==> config.mk <==
export PLATFORM = sky130hd
export DESIGN_NAME = bank_sequencer_flat
export DESIGN_NICKNAME = d
export VERILOG_FILES = /design/src/rtl/bank_sequencer_if.sv /design/src/rtl/bank_sequencer.sv /design/src/flat_wrapper.sv
export SDC_FILE = /design/constraint.sdc
export NUM_CORES = 1
export LEC_CHECK = 0
export ABC_CLOCK_PERIOD_IN_PS = 1100
export CORE_MARGIN = 2
export CORE_UTILIZATION = 30
export CTS_CLUSTER_SIZE = 28
export DETAILED_ROUTE_END_ITERATION = 12
export PLACE_DENSITY = 0.74
export SLEW_MARGIN = 40
export SYNTH_ARGS = -nofsm -noshare
export SYNTH_HDL_FRONTEND = slang
export SYNTH_SLANG_ARGS = --single-unit
==> constraint.sdc <==
create_clock -name clk -period 1.1 [get_ports clk]
set_input_delay 0.22 -clock clk [delete_from_list [all_inputs] [get_ports clk]]
set_output_delay 0.22 -clock clk [all_outputs]
set_load 0.02 [all_outputs]
==> src/rtl/bank_sequencer_if.sv <==
// bank_sequencer_if -- sample/memory-bank/output bus of the bank sequencer.
//   slave  : sequencer side (accepts in_*, drives memory bank and out_*)
//   master : environment side (offers samples, models the bank, consumes out_*)
// Signals:
//   in_valid/in_data/in_ready       : sample input handshake, {re[31:16], im[15:0]}
//   write_add/write_data/memwrite_en: memory bank write port
//   read_add/read_data              : memory bank combinational read port
//   out_valid/out_data/out_last/out_ready : drained sample output handshake
interface bank_sequencer_if;
  logic        in_valid;
  logic [31:0] in_data;
  logic        in_ready;
  logic [2:0]  write_add;
  logic [31:0] write_data;
  logic        memwrite_en;
  logic [2:0]  read_add;
  logic [31:0] read_data;
  logic        out_valid;
  logic [31:0] out_data;
  logic        out_last;
  logic        out_ready;

  modport slave (
    input  in_valid, in_data, read_data, out_ready,
    output in_ready, write_add, write_data, memwrite_en, read_add,
           out_valid, out_data, out_last
  );

  modport master (
    output in_valid, in_data, read_data, out_ready,
    input  in_ready, write_add, write_data, memwrite_en, read_add,
           out_valid, out_data, out_last
  );
endinterface

==> src/rtl/bank_sequencer.sv <==
// bank_sequencer -- fills an external 8-word memory bank in natural order, then
// drains it through a registered output stage, one frame at a time.
// Ports:
//   clk   : rising-edge clock
//   rst_n : synchronous active-low reset
//   bus   : bank_sequencer_if.slave (sample in, bank write/read, sample out)
// Build option:
//   BANK_BITREV_EN : drain in 3-bit bit-reversed order (0,4,2,6,1,5,3,7)
//                    instead of natural order 0..7.
module bank_sequencer (
  input  logic                clk,
  input  logic                rst_n,
  bank_sequencer_if.slave     bus
);

  typedef enum logic {FILL = 1'b0, DRAIN = 1'b1} state_t;

  state_t      state;
  logic [2:0]  wr_cnt;
  logic [3:0]  rd_cnt;
  logic        out_valid_q;
  logic [31:0] out_data_q;
  logic        out_last_q;

  logic        accept;
  logic        load;

  function automatic logic [2:0] order(input logic [2:0] k);
`ifdef BANK_BITREV_EN
    return {k[0], k[1], k[2]};
`else
    return k;
`endif
  endfunction

  assign bus.in_ready    = (state == FILL);
  assign accept          = bus.in_valid & bus.in_ready;
  assign bus.memwrite_en = accept;
  assign bus.write_add   = wr_cnt;
  assign bus.write_data  = bus.in_data;
  assign bus.read_add    = order(rd_cnt[2:0]);

  // The output register is refilled whenever it is empty or being consumed,
  // so a drain with out_ready held high streams one word per cycle.
  assign load = (state == DRAIN) && (rd_cnt < 4'd8) && (!out_valid_q || bus.out_ready);

  assign bus.out_valid = out_valid_q;
  assign bus.out_data  = out_data_q;
  assign bus.out_last  = out_last_q;

  always_ff @(posedge clk) begin
    if (!rst_n) begin
      state       <= FILL;
      wr_cnt      <= 3'd0;
      rd_cnt      <= 4'd0;
      out_valid_q <= 1'b0;
      out_data_q  <= 32'd0;
      out_last_q  <= 1'b0;
    end else begin
      case (state)
        FILL: begin
          if (accept) begin
            wr_cnt <= wr_cnt + 3'd1;     // wraps to 0 after the 8th write
            if (wr_cnt == 3'd7) begin
              state  <= DRAIN;
              rd_cnt <= 4'd0;
            end
          end
        end
        DRAIN: begin
          if (load) begin
            rd_cnt <= rd_cnt + 4'd1;
            // Leave on the final load: the last word sits in the output
            // register while the next frame starts filling.
            if (rd_cnt == 4'd7) state <= FILL;
          end
        end
        default: state <= FILL;
      endcase

      if (load) begin
        out_data_q  <= bus.read_data;
        out_valid_q <= 1'b1;
        out_last_q  <= (rd_cnt == 4'd7);
      end else if (out_valid_q && bus.out_ready) begin
        out_valid_q <= 1'b0;
      end
    end
  end

endmodule

==> src/flat_wrapper.sv <==
// flat-port wrapper written by rule: the top's interface ports become plain ports
module bank_sequencer_flat 
  (clk, rst_n, bus_in_valid, bus_in_data, bus_read_data, bus_out_ready, bus_in_ready, bus_write_add, bus_write_data, bus_memwrite_en, bus_read_add, bus_out_valid, bus_out_data, bus_out_last);
  bank_sequencer_if bus_i ();
  input  logic clk;
  input  logic rst_n;
  input wire logic [$bits(bus_i.in_valid)-1:0] bus_in_valid;
  input wire logic [$bits(bus_i.in_data)-1:0] bus_in_data;
  input wire logic [$bits(bus_i.read_data)-1:0] bus_read_data;
  input wire logic [$bits(bus_i.out_ready)-1:0] bus_out_ready;
  output wire logic [$bits(bus_i.in_ready)-1:0] bus_in_ready;
  output wire logic [$bits(bus_i.write_add)-1:0] bus_write_add;
  output wire logic [$bits(bus_i.write_data)-1:0] bus_write_data;
  output wire logic [$bits(bus_i.memwrite_en)-1:0] bus_memwrite_en;
  output wire logic [$bits(bus_i.read_add)-1:0] bus_read_add;
  output wire logic [$bits(bus_i.out_valid)-1:0] bus_out_valid;
  output wire logic [$bits(bus_i.out_data)-1:0] bus_out_data;
  output wire logic [$bits(bus_i.out_last)-1:0] bus_out_last;
  assign bus_i.in_valid = bus_in_valid;
  assign bus_i.in_data = bus_in_data;
  assign bus_i.read_data = bus_read_data;
  assign bus_i.out_ready = bus_out_ready;
  assign bus_in_ready = bus_i.in_ready;
  assign bus_write_add = bus_i.write_add;
  assign bus_write_data = bus_i.write_data;
  assign bus_memwrite_en = bus_i.memwrite_en;
  assign bus_read_add = bus_i.read_add;
  assign bus_out_valid = bus_i.out_valid;
  assign bus_out_data = bus_i.out_data;
  assign bus_out_last = bus_i.out_last;
  bank_sequencer u_core (.clk(clk), .rst_n(rst_n), .bus(bus_i));
endmodule
==> run summary <==
outcome - finished with violations
failing checks - negative setup slack
warning count from the yosys run - 0
Residual DRC - 0
Reg area - 862 µm²
first-pass GRT wire length - 8180 µm
flop and latch count out of synthesis - 42
Final HPWL DP - 3560 µm
io pins - 142
Critical Path Source Type - flop
die area - 0.00719 mm²
Mapped Avg Cell Area - 8.37 µm²
worst skew pair latency - 0.29 ns
Util after Layout - 0.426
synthesized area - 0.00196 mm²
Initial Util - 0.310
# Max-Cap Violations - 0
Synth-to-Final Area Change - 37.3%
CP required - 1.32 ns
Net Count, Synth - 305
critical path peak fanout - 4
Hold/Removal Path Class - in -> reg
n_diodes - 0
switching share of power - 0.218
fraction of layout cells with a size suffix above 1 - 0.354
fin nets - 356
commonest non-fill, non-tap cell in the layout - buf_2
total internal power - 2.11 mW
critical path endpoint - u_core.rd_cnt[2]$_SDFFE_PN0P_
GP Congestion - 0.686
commonest cells after routing, fill and taps aside - buf_2, dfxtp_1, clkdlybuf4s50_1
Arrival @ worst endpoint - 1.45 ns
Flop pwr share - 0.566
antenna violations before repair - 0
Rows - 29
I/O Buffers - 77
worst r2r src - u_core.rd_cnt[0]$_SDFFE_PN0P_
number of synthesized flops with an enable pin - 0
clock sink total - 42
Pleak - 1.06 nW
gr ovfl total - 0
TNS Setup - -2.08 ns
Seq/Total Area, Yosys - 0.429
NetSw - 0.587 mW
Fin. Hold Viols - 0
largest net degree at the start of global routing - 25
number of distinct library cells after synthesis - 26
Routed Antenna Nets - 0
clk_skew - 0.00516 ns
Die W - 84.8 µm
DR vias/cell - 4.86
crit path time final - 1.23 ns
Clk pin slew, worst setup/hold paths - 0.07 ns
clk root buf - clkbuf_8
fillcell total - 673
CORE AREA - 0.00631 mm²
combinational share of power - 0.092
pwr dens - 1000 mW/mm²
Slew Limit Fails - 0
worst reg2reg endpoint - u_core.rd_cnt[2]$_SDFFE_PN0P_
CTS Buf Count - 5
H-Tree Depth - 2
RSZ-0062 raised after global routing - true
CTS tree - built
Async SR Flop Fraction - 0
final worst slack - -0.129 ns
die height - 84.8 µm
Max VDD drop - 464 µV
cells on worst reg2reg path - 4
wirelength, routed - 5200 µm
top_reg_cell synth - dfxtp_1
Crit Path Category - reg -> reg
worst hold path depth - 5
# setup viols final - 38
vias in the first global route - 1755
gate count of the mapped netlist - 234
CP endpoint kind - flop
Worst-Margin Slew - 0.317 ns
Clock Tree Buf Depth - 2
CP Launch Point - u_core.rd_cnt[0]$_SDFFE_PN0P_
Starting DRT DRC Count - 38
total track usage - 0.142
fmax - 814 MHz
area taken by multi-input logic gates - 822 µm²
Slew HR - 0.786
clock share of power - 0.342
reg-to-reg slack, setup - -0.13 ns
TritonRoute pass-1 iters - 4
Final Power - 2.69 mW
Setup WS pre-CTS - -0.616 ns
final worst-path cycle share - 1.12
hold_buf cts - 0
Vias - 1759
wire per inst - 14.4 µm
stage by stage:
stage          hold slack [ns]  cell area [µm²]  cells
3_5_place_dp             0.440             2630    351
4_1_cts                  0.440             2590    361
6_report                 0.398             2690    362
3_3_place_gp             0.440             2630    351
2_1_floorplan            0.352             1990    234
5_1_grt                  0.440             2690    362
routing by layer:
layer | routed length [µm] | vias up | GRT usage
met5 | 0 | - | 0
met4 | 155 | 0 | 0.0736
met3 | 307 | 21 | 0.0354
met2 | 2500 | 53 | 0.243
met1 | 2240 | 806 | 0.162
li1 | - | 879 | -
kinds of logic after synthesis:
| kind of cell | synth area share |
|---|---|
| compound gates | 0.192 |
| xor+xnor | 0.00447 |
| fa+ha+maj | 0.0192 |
| buf+inv | 0.197 |
| flops | 0.429 |
| mux | 0.0102 |
| simple gates | 0.148 |
power groups by stage:
stage | Combinational [mW] | Sequential [mW] | Clock (mW)
6_report | 0.248 | 1.52 | 0.920
4_1_cts | 0.239 | 1.53 | 0.962
2_1_floorplan | 0.217 | 1.58 | 0
3_5_place_dp | 0.232 | 1.57 | 0
3_3_place_gp | 0.229 | 1.57 | 0
5_1_grt | 0.263 | 1.53 | 1.03
final cells by class:
class                   count  area share
multi-input cells         133       0.306
well taps                  77      0.0358
flip-flops and latches     42       0.321
repair buffers            100       0.304
clock inverters             2     0.00372
clock buffers               5      0.0256
inverters                   3     0.00419
how the worst min path moves through the flow:
stage | from | endpoint | slack, ns
after global placement | bus_in_data[19] | bus_write_data[19] | 0.44
after global routing | bus_in_data[23] | bus_write_data[23] | 0.44
after detailed placement | bus_in_data[19] | bus_write_data[19] | 0.44
after floorplan | rst_n | u_core.rd_cnt[0]$_SDFFE_PN0P_ | 0.35
final | bus_in_valid | u_core.rd_cnt[2]$_SDFFE_PN0P_ | 0.40
after CTS | bus_in_data[19] | bus_write_data[19] | 0.44
synth_stat cells, types with 3 or more instances:
| library cell | n | area [µm²] |
|---|---|---|
| a21oi_1 | 36 | 180 |
| buf_2 | 3 | 15.0 |
| buf_4 | 39 | 293 |
| clkbuf_1 | 12 | 45.0 |
| dfxtp_1 | 42 | 841 |
| ha_1 | 3 | 37.5 |
| inv_1 | 3 | 11.3 |
| nand2_1 | 4 | 15.0 |
| nand3_1 | 32 | 160 |
| nand4_1 | 3 | 18.8 |
| nor2_1 | 3 | 11.3 |
| o21ai_0 | 35 | 175 |
state kept, by name, indices dropped and copies added (netlist names):
signal,flops
u_core.bus.out_data,32
u_core.rd_cnt,4
u_core.bus.write_add,3
u_core.bus.out_last,1
u_core.bus.out_valid,1
u_core.state,1
timing repair:
| item | 4_1_cts | 5_1_grt |
|---|---|---|
| gates cloned | 0 | 0 |
| pin swaps | 4 | 4 |
| resized for setup | 187 | 37 |
| endpoints found under the setup margin | 81 | 45 |
| setup buffers | 3 | 2 |
critical path, cell delays in order, from the launching register on:
cell and delay [ns]:
dfxtp_4 0.38, ha_4 0.14, inv_2 0.03, or4_1 0.49, a31oi_1 0.13
Power figures use the tool's default switching activity.
